$ cat src/rtl/instr_encoder.sv
// Streaming RV32I instruction encoder.
// Takes a symbolic instruction (operation, register indices, signed immediate),
// range-checks the fields and packs a 32-bit machine word. Each legal word is
// emitted with the next sequential byte address. Illegal requests are dropped
// and counted.

package instr_encoder_pkg;

  typedef enum logic [5:0] {
    OP_ADD, OP_SUB, OP_SLL, OP_SLT, OP_SLTU, OP_XOR, OP_SRL, OP_SRA, OP_OR, OP_AND,
    OP_ADDI, OP_SLTI, OP_SLTIU, OP_XORI, OP_ORI, OP_ANDI,
    OP_SLLI, OP_SRLI, OP_SRAI,
    OP_LB, OP_LH, OP_LW, OP_LBU, OP_LHU, OP_JALR,
    OP_SB, OP_SH, OP_SW,
    OP_BEQ, OP_BNE, OP_BLT, OP_BGE, OP_BLTU, OP_BGEU,
    OP_JAL, OP_LUI, OP_AUIPC
  } opcode_out_t;

endpackage

module instr_encoder
  import instr_encoder_pkg::*;
#(
  parameter logic [31:0] BASE_ADDR = 32'h0000_0000,
  parameter int unsigned ERR_CNT_W = 8
) (
  input  logic                 clk,
  input  logic                 rst_n,
  input  logic                 restart,
  input  logic                 in_valid,
  output logic                 in_ready,
  input  opcode_out_t          in_op,
  input  logic [4:0]           in_rd,
  input  logic [4:0]           in_rs1,
  input  logic [4:0]           in_rs2,
  input  logic [31:0]          in_imm,
  output logic                 out_valid,
  input  logic                 out_ready,
  output logic [31:0]          out_instr,
  output logic [31:0]          out_addr,
  output logic                 err_pulse,
  output logic [ERR_CNT_W-1:0] err_count
);

  localparam logic [6:0] OPC_OP     = 7'b0110011;
  localparam logic [6:0] OPC_IMM    = 7'b0010011;
  localparam logic [6:0] OPC_LOAD   = 7'b0000011;
  localparam logic [6:0] OPC_JALR   = 7'b1100111;
  localparam logic [6:0] OPC_STORE  = 7'b0100011;
  localparam logic [6:0] OPC_BRANCH = 7'b1100011;
  localparam logic [6:0] OPC_JAL    = 7'b1101111;
  localparam logic [6:0] OPC_LUI    = 7'b0110111;
  localparam logic [6:0] OPC_AUIPC  = 7'b0010111;

  localparam logic [6:0] F7_ALT = 7'b0100000;

  localparam logic [ERR_CNT_W-1:0] CNT_ONE = 1;

  typedef enum logic [2:0] {
    FMT_R, FMT_I, FMT_SH, FMT_S, FMT_B, FMT_J, FMT_U
  } fmt_t;

  // Inclusive signed range test on the immediate.
  function automatic logic in_range(input logic signed [31:0] v,
                                    input logic signed [31:0] lo,
                                    input logic signed [31:0] hi);
    return (v >= lo) && (v <= hi);
  endfunction

  // Saturating increment: sticks at all-ones.
  function automatic logic [ERR_CNT_W-1:0] sat_inc(input logic [ERR_CNT_W-1:0] c);
    return (&c) ? c : c + CNT_ONE;
  endfunction

  logic signed [31:0]   imm_s;
  fmt_t                 fmt;
  logic [6:0]           opc;
  logic [2:0]           f3;
  logic [6:0]           f7;
  logic                 op_ok;
  logic                 imm_ok;
  logic                 legal_p0;
  logic [31:0]          enc_p0;
  logic                 accept;
  logic [31:0]          addr_sel;

  logic                 vld_p1;
  logic [31:0]          instr_p1;
  logic [31:0]          addr_p1;
  logic [31:0]          next_addr;
  logic                 err_pulse_p1;
  logic [ERR_CNT_W-1:0] err_cnt_p1;

  assign imm_s    = $signed(in_imm);
  assign in_ready = !vld_p1 || out_ready;
  assign accept   = in_valid && in_ready;
  assign addr_sel = restart ? BASE_ADDR : next_addr;

  // ---- p0: classify the operation and check the immediate ----

  // Map each operation to its format, major opcode and function fields.
  always_comb begin
    fmt   = FMT_R;
    opc   = 7'b0000000;
    f3    = 3'b000;
    f7    = 7'b0000000;
    op_ok = 1'b1;
    case (in_op)
      OP_ADD:   begin fmt = FMT_R;  opc = OPC_OP;     f3 = 3'b000; end
      OP_SUB:   begin fmt = FMT_R;  opc = OPC_OP;     f3 = 3'b000; f7 = F7_ALT; end
      OP_SLL:   begin fmt = FMT_R;  opc = OPC_OP;     f3 = 3'b001; end
      OP_SLT:   begin fmt = FMT_R;  opc = OPC_OP;     f3 = 3'b010; end
      OP_SLTU:  begin fmt = FMT_R;  opc = OPC_OP;     f3 = 3'b011; end
      OP_XOR:   begin fmt = FMT_R;  opc = OPC_OP;     f3 = 3'b100; end
      OP_SRL:   begin fmt = FMT_R;  opc = OPC_OP;     f3 = 3'b101; end
      OP_SRA:   begin fmt = FMT_R;  opc = OPC_OP;     f3 = 3'b101; f7 = F7_ALT; end
      OP_OR:    begin fmt = FMT_R;  opc = OPC_OP;     f3 = 3'b110; end
      OP_AND:   begin fmt = FMT_R;  opc = OPC_OP;     f3 = 3'b111; end
      OP_ADDI:  begin fmt = FMT_I;  opc = OPC_IMM;    f3 = 3'b000; end
      OP_SLTI:  begin fmt = FMT_I;  opc = OPC_IMM;    f3 = 3'b010; end
      OP_SLTIU: begin fmt = FMT_I;  opc = OPC_IMM;    f3 = 3'b011; end
      OP_XORI:  begin fmt = FMT_I;  opc = OPC_IMM;    f3 = 3'b100; end
      OP_ORI:   begin fmt = FMT_I;  opc = OPC_IMM;    f3 = 3'b110; end
      OP_ANDI:  begin fmt = FMT_I;  opc = OPC_IMM;    f3 = 3'b111; end
      OP_SLLI:  begin fmt = FMT_SH; opc = OPC_IMM;    f3 = 3'b001; end
      OP_SRLI:  begin fmt = FMT_SH; opc = OPC_IMM;    f3 = 3'b101; end
      OP_SRAI:  begin fmt = FMT_SH; opc = OPC_IMM;    f3 = 3'b101; f7 = F7_ALT; end
      OP_LB:    begin fmt = FMT_I;  opc = OPC_LOAD;   f3 = 3'b000; end
      OP_LH:    begin fmt = FMT_I;  opc = OPC_LOAD;   f3 = 3'b001; end
      OP_LW:    begin fmt = FMT_I;  opc = OPC_LOAD;   f3 = 3'b010; end
      OP_LBU:   begin fmt = FMT_I;  opc = OPC_LOAD;   f3 = 3'b100; end
      OP_LHU:   begin fmt = FMT_I;  opc = OPC_LOAD;   f3 = 3'b101; end
      OP_JALR:  begin fmt = FMT_I;  opc = OPC_JALR;   f3 = 3'b000; end
      OP_SB:    begin fmt = FMT_S;  opc = OPC_STORE;  f3 = 3'b000; end
      OP_SH:    begin fmt = FMT_S;  opc = OPC_STORE;  f3 = 3'b001; end
      OP_SW:    begin fmt = FMT_S;  opc = OPC_STORE;  f3 = 3'b010; end
      OP_BEQ:   begin fmt = FMT_B;  opc = OPC_BRANCH; f3 = 3'b000; end
      OP_BNE:   begin fmt = FMT_B;  opc = OPC_BRANCH; f3 = 3'b001; end
      OP_BLT:   begin fmt = FMT_B;  opc = OPC_BRANCH; f3 = 3'b100; end
      OP_BGE:   begin fmt = FMT_B;  opc = OPC_BRANCH; f3 = 3'b101; end
      OP_BLTU:  begin fmt = FMT_B;  opc = OPC_BRANCH; f3 = 3'b110; end
      OP_BGEU:  begin fmt = FMT_B;  opc = OPC_BRANCH; f3 = 3'b111; end
      OP_JAL:   begin fmt = FMT_J;  opc = OPC_JAL;    end
      OP_LUI:   begin fmt = FMT_U;  opc = OPC_LUI;    end
      OP_AUIPC: begin fmt = FMT_U;  opc = OPC_AUIPC;  end
      default:  op_ok = 1'b0;
    endcase
  end

  // Pack the word for the selected format and validate its immediate.
  always_comb begin
    enc_p0 = '0;
    imm_ok = 1'b0;
    case (fmt)
      FMT_R: begin
        imm_ok = 1'b1;
        enc_p0 = {f7, in_rs2, in_rs1, f3, in_rd, opc};
      end
      FMT_I: begin
        imm_ok = in_range(imm_s, -32'sd2048, 32'sd2047);
        enc_p0 = {in_imm[11:0], in_rs1, f3, in_rd, opc};
      end
      FMT_SH: begin
        // Shift amount sits in imm[4:0]; f7 supplies imm[11:5].
        imm_ok = in_range(imm_s, 32'sd0, 32'sd31);
        enc_p0 = {f7, in_imm[4:0], in_rs1, f3, in_rd, opc};
      end
      FMT_S: begin
        imm_ok = in_range(imm_s, -32'sd2048, 32'sd2047);
        enc_p0 = {in_imm[11:5], in_rs2, in_rs1, f3, in_imm[4:0], opc};
      end
      FMT_B: begin
        imm_ok = in_range(imm_s, -32'sd4096, 32'sd4094) && !in_imm[0];
        enc_p0 = {in_imm[12], in_imm[10:5], in_rs2, in_rs1, f3,
                  in_imm[4:1], in_imm[11], opc};
      end
      FMT_J: begin
        imm_ok = in_range(imm_s, -32'sd1048576, 32'sd1048574) && !in_imm[0];
        enc_p0 = {in_imm[20], in_imm[10:1], in_imm[11], in_imm[19:12], in_rd, opc};
      end
      FMT_U: begin
        // The upper-immediate value is given already shifted down by 12.
        imm_ok = (in_imm[31:20] == 12'h000);
        enc_p0 = {in_imm[19:0], in_rd, opc};
      end
      default: imm_ok = 1'b0;
    endcase
    legal_p0 = op_ok && imm_ok;
  end

  // ---- p1: output register, address counter and error tracking ----

  // Load legal words with the next address; drop and count illegal ones.
  always_ff @(posedge clk or negedge rst_n) begin
    if (!rst_n) begin
      vld_p1       <= 1'b0;
      instr_p1     <= '0;
      addr_p1      <= BASE_ADDR;
      next_addr    <= BASE_ADDR;
      err_pulse_p1 <= 1'b0;
      err_cnt_p1   <= '0;
    end else begin
      err_pulse_p1 <= accept && !legal_p0;

      if (accept && legal_p0) begin
        vld_p1    <= 1'b1;
        instr_p1  <= enc_p0;
        addr_p1   <= addr_sel;
        next_addr <= addr_sel + 32'd4;
      end else begin
        // An illegal accept implies the held word is gone or being consumed.
        if (accept || out_ready) vld_p1 <= 1'b0;
        if (restart) next_addr <= BASE_ADDR;
      end

      if (restart) begin
        err_cnt_p1 <= (accept && !legal_p0) ? CNT_ONE : '0;
      end else if (accept && !legal_p0) begin
        err_cnt_p1 <= sat_inc(err_cnt_p1);
      end
    end
  end

  assign out_valid = vld_p1;
  assign out_instr = instr_p1;
  assign out_addr  = addr_p1;
  assign err_pulse = err_pulse_p1;
  assign err_count = err_cnt_p1;

endmodule

$ cat config.mk
export PLATFORM = sky130hd
export DESIGN_NAME = instr_encoder
export DESIGN_NICKNAME = d
export VERILOG_FILES = /design/src/rtl/instr_encoder.sv
export SDC_FILE = /design/constraint.sdc
export NUM_CORES = 1
export LEC_CHECK = 0
export BUFFER_PORTS_ARGS = -buffer_cell sky130_fd_sc_hd__buf_2
export CORE_MARGIN = 1
export CORE_UTILIZATION = 49
export DETAILED_ROUTE_END_ITERATION = 8
export GPL_ROUTABILITY_DRIVEN = 1
export HOLD_SLACK_MARGIN = 0.02
export PLACE_DENSITY = 0.76
export SLEW_MARGIN = 0
export SYNTH_ARGS = -nofsm -noshare
export SYNTH_HDL_FRONTEND = slang
export SYNTH_SLANG_ARGS = --single-unit
$ cat constraint.sdc
create_clock -name clk -period 2.5 [get_ports clk]
set_input_delay 0.375 -clock clk [delete_from_list [all_inputs] [get_ports clk]]
set_output_delay 0.375 -clock clk [all_outputs]
set_load 0.01 [all_outputs]
; ---- Word-level counts from Yosys, hierarchy flattened
; Cells that the tools add are included.
[word_totals]
latch_bits = 0
ram_bits = 0
register_bits = 106
mem_count = 0
mem_bits_ro = 0
[op_classes]
n_addsub = 2
magnitude_cmp = 8
n_mux = 15
eq_ne = 43
shifts = 0
n_mul = 0
n_reduce_logical = 40
bitwise_logic = 0
n_div = 0
[op_table]
columns = operator, n
row1 = 32-bit case mux with 7 select lines, 1
row2 = 6-bit by 5-bit == test with 1-bit output (second input constant), 16
row3 = 32-bit 2-to-1 mux, 2
row4 = 7-bit case mux with 9 select lines, 1
row5 = 6-bit by 4-bit == test with 1-bit output (second input constant), 8
row6 = 37-bit OR reduction, 1
row7 = 32-bit by 3-bit adder with 32-bit output (second input constant), 1
row8 = 32-bit by 1-bit >= comparator with 1-bit output (second input constant), 1
row9 = 32-bit by 12-bit >= comparator with 1-bit output (second input constant), 1
row10 = 32-bit by 13-bit >= comparator with 1-bit output (second input constant), 1
row11 = 32-bit by 21-bit >= comparator with 1-bit output (second input constant), 1
row12 = 32-bit by 12-bit less-or-equal comparator with 1-bit output (second input constant), 1
row13 = 32-bit by 13-bit less-or-equal comparator with 1-bit output (second input constant), 1
row14 = 32-bit by 21-bit less-or-equal comparator with 1-bit output (second input constant), 1
row15 = 32-bit by 6-bit less-or-equal comparator with 1-bit output (second input constant), 1
row16 = 6-bit == test (second input constant), 5
row17 = 6-bit by 3-bit == test with 1-bit output (second input constant), 4
row18 = 8-bit 2-to-1 mux, 3
row19 = 3-bit case mux with 7 select lines, 1
row20 = 3-bit case mux with 6 select lines, 1
row21 = 3-bit OR reduction, 5
row22 = 6-bit by 2-bit == test with 1-bit output (second input constant), 2
row23 = 12-bit zero test, 1
row24 = 12-bit OR reduction, 1
row25 = other kinds (23), 47

; ---- Depth between registers and ports, before layout
[logic_depth]
depth_word = 11
ltp_mapped = 11
depth_no_buf = 8

; ---- Least setup slack after synthesis
; Ideal clock, no wire load.
[synth_path]
kind = input to register
start = input port restart
end = register next_addr[26]
setup_time_ns = 0.079
t_arrival_ns = 2.564
required_time_ns = 2.421
setup_slack_ns = -0.143
cell_stages = 10
path_buffers = 2
path_cell_list = clkbuf_1 -> clkbuf_1 -> nor2b_1 -> ha_1 -> and3_1 -> nand3_1 -> or4_1 -> a21oi_2 -> nor2b_1 -> mux2i_1
[synth_between]
elab_chain_cells = 3
[synth_rtl]
columns = item, line
row1 = from (decl), 29  ; input logic restart,
row2 = 32-bit 2-to-1 mux, -
row3 = via addr_sel[3], 85  ; logic [31:0] addr_sel;
row4 = 32-bit by 3-bit adder with 32-bit output, 209  ; next_addr <= addr_sel + 32'd4;
row5 = 32-bit 2-to-1 mux, 205  ; if (accept && legal_p0) begin
row6 = to (signal assigned), 209
row7 = to (decl), 90  ; logic [31:0] next_addr;
; The timed path passes the listed nets, and every way through them passes these cells.
; A chain may end at the register's enable or synchronous reset.

; ---- Worst setup path in the final report
[layout_path]
start = input port in_op[2]
end = register next_addr[16]
[layout_between]
elab_chain_cells = 9
word_cells_on_any_way = 57
classes_between = eq/ne (42) / mux (4) / reduce/logical (11)
[layout_rtl]
columns = item, line
row1 = from (decl), 32  ; input opcode_out_t in_op,
row2 = 6-bit by 5-bit == test with 1-bit output (tied with other cells), 108  ; case (in_op)
row3 = 12-bit OR reduction (no source line) (tied with other cells), -
row4 = 3-bit case mux with 6 select lines, 108
row5 = 3-bit by 2-bit == test with 1-bit output / 3-bit by 1-bit == test with 1-bit output (equally long branches), 154  ; case (fmt)
row6 = 2-bit OR reduction (no source line), -
row7 = 1-bit case mux with 6 select lines, 154
row8 = 1-bit logical AND (*), 188  ; legal_p0 = op_ok && imm_ok;
row9 = 1-bit logical AND (*), 205
row10 = 32-bit 2-to-1 mux (*), 205
; Mark *: on every way between the ends. The rest lies on a longest branch, timed or not.

==> impl_metrics.ini <==
[outcome]
status = completed

[grt]
grt_pass1_vias = 5257
grt_max_degree = 45
grt-ovfl-total = 0
grt_use_total = 0.285
antenna_found_initial = 0
grt_pass1_wl_mm = 26.0

[power]
p_leak_nw = 3.66
intPower_mw = 2.92
power_frac_clock = 0.351
ir_drop_mv = 0.403
p_seq_frac = 0.463
p_sw_frac = 0.276
pwr-share-comb = 0.186
p_per_area_mw_per_mm2 = 542
p_sw_mw = 1.12

[yosys]
async_flop_share = 1.00
netlist_area_mm2 = 0.00566
synth.distinct_cells = 70
synth_top_family_by_area = simple AND/OR/NAND/NOR gates
synth_fa_ha_area_frac = 0.00442
synth_mux_area_frac = 0.0460
ys_dominant_reg_cell = dfrtp_1
synth_most_common_cell = dfrtp_1
synth_top_area_cell = dfrtp_1
yosysWarningCount = 0
synthCells = 608
synth-xor-area-share = 0.0186
synth_common_cells = dfrtp_1, nand2_1, o21ai_0
avgSynthCellArea_um2 = 9.31
synthSimpleGateAreaFrac = 0.243
synth_top_area_frac = 0.464
yosysSeqAreaShare = 0.464
synth-seq-cells = 105
syn-num-nets = 668
synth-edff-count = 0
synth_compound_area_frac = 0.188
netlist_top_cells_area = dfrtp_1, o21ai_0, nand2_1

[worst_setup_path]
timing.rr.start = next_addr[3]$_DFF_PN0_
crit_path_frequent_cell = or4_1
end_kind = flip-flop
critPathRequiredTime_ns = 2.78
reg2reg_depth = 8
cp-start-kind = input pin
crit_fanout = 33
path_class = in2reg
slowest_stage = or4_1
cp-endpoint = next_addr[16]$_DFF_PN0_
critical-path-max-stage-delay_ns = 0.49
worstReg2RegEnd = next_addr[26]$_DFF_PN0_
regToRegSetupSlack_ns = 0.16
critical_path_arrival_ns = 2.66
critPathLaunch = in_op[2]
crit_chain = buf_2, or3b_1, o22ai_2, nor4b_1, or4_1, o21ai_4, buf_12, or4_1, a21oi_1

[drt]
drc_errors = 0
wl_mm = 16.3
vias = 5477
antenna_left = 0
wire_per_inst_um = 17.1
drtIter0Drc = 360
dr.pass1.iters = 5
viasPerCell = 5.74

[clock_network]
clk_pin_slew_ns = 0.07
cts_buffers = 9
clock-sinks = 105
cts_tree = built
root_buffer = clkbuf_16
cts_max_level = 3
ctsLongestPathBuffers = 2
clock_latency_ns = 0.35

[die]
start_util = 0.513
rows = 38
die_y_um = 110
die_w_um = 110
io_pins = 133
dieArea_mm2 = 0.0120
core_area_mm2 = 0.0110

[place]
placed_cells = 939
detailed_place_hpwl_mm = 12.7
io_buffers = 132
dpl_cell_area_mm2 = 0.00714
place.gp.congestion = 0.880

[sta]
setup_viol = 0
period_needed_ns = 2.38
finClkSkew_ns = 0.00519
final-max-slew-violation-count = 0
max_freq_mhz = 420
final_hold_viol_count = 0
worst_pin_slew_ns = 0.598
period_share = 0.953
relSlewSlack = 0.600

[cells_and_area]
num_antenna_cells = 0
area_growth_pct = 31.6
stdcell_count = 955
finalInstanceArea_mm2 = 0.00745
post-route-util = 0.676
drive_gt1_frac = 0.347
fin_nets = 870

[flow_run]
cap_violations = 0

[hold_path]
hold_class = in2async
layout make-up:
class                   instances  area [um2]
clock buffers                  11         233
clock inverters                 5        61.3
fillers                       906        3580
inverters                       6        22.5
multi-input cells             460        2880
flip-flops and latches        105        2630
well taps                     140         175
repair buffers                228        1460
layer usage:
metal  wire length, um  track usage
met1              7310        0.377
met2              7690        0.466
met3               973       0.0451
met4               368        0.118
met5                 0            0
kinds of logic (layout without fill, tap and decap cells):
family,after synthesis,in the layout
XOR/XNOR,12,12
multiplexers,24,24
flip-flops,105,105
AND/OR/NAND/NOR,259,259
adder cells (fa/ha/maj),2,2
buffers and inverters,43,250
AO/OA/AOI/OAI,163,163
cells in the final DEF, fill, tap and decap left out, types with 10 or more instances in the layout:
master    instances
buf_2           131
dfrtp_1         105
buf_4            91
nand2_1          75
o21ai_0          68
nor2_1           38
nand2b_1         33
a21oi_1          25
nor2b_1          17
nand3_1          17
mux2_2           15
and3_1           10
a22oi_1          10
registers in the layout (all words and copies together) (netlist names):
signal / cells
out_valid: 1
out_addr: 32
err_pulse: 1
err_count: 8
next_addr: 32
out_instr: 31
power groups by stage:
stage	combinational, mW	sequential [mW]	clock [mW]
floorplan	0.289	1.95	0
global placement	0.738	1.89	0
detailed placement	0.748	1.90	0
CTS	0.751	1.87	1.45
global route	0.831	1.88	1.52
finish	0.751	1.87	1.42
worst min path at each step:
stage	slack, ns	endpoint	start	depth (start not counted)
floorplan	0.08	err_count[0]$_DFFE_PN0P_	rst_n	0
global placement	0.40	out_addr[25]$_DFFE_PN0N_	rst_n	1
detailed placement	0.40	out_addr[25]$_DFFE_PN0N_	rst_n	1
CTS	0.02	out_addr[25]$_DFFE_PN0N_	rst_n	1
global route	0.04	out_addr[25]$_DFFE_PN0N_	rst_n	1
finish	0.01	next_addr[26]$_DFF_PN0_	rst_n	1
stage by stage:
stage	total power [mW]	TNS (ns)	hold WS (ns)	setup WS [ns]
after global routing	4.24	-0.0297	0.0439	-0.0155
after global placement	2.63	-4.51	0.396	-0.165
final	4.04	0	0.0117	0.118
after detailed placement	2.65	-7.98	0.398	-0.246
after floorplan	2.24	-0.00395	0.0794	-0.00198
after CTS	4.07	0	0.0202	0.109
timing repair:
| item | in CTS | in global routing |
|---|---|---|
| endpoints found under the setup margin | 0 | 4 |
| hold buffers | 0 | 0 |
| gates resized for setup | 0 | 3 |
| setup buffers | 0 | 0 |
critical path, delay by kind of cell:
family          cells  cell delay [ns]
compound gates      3             0.48
simple gates        4             1.47
buf+inv             2             0.33
Power figures use the tool's default switching activity.
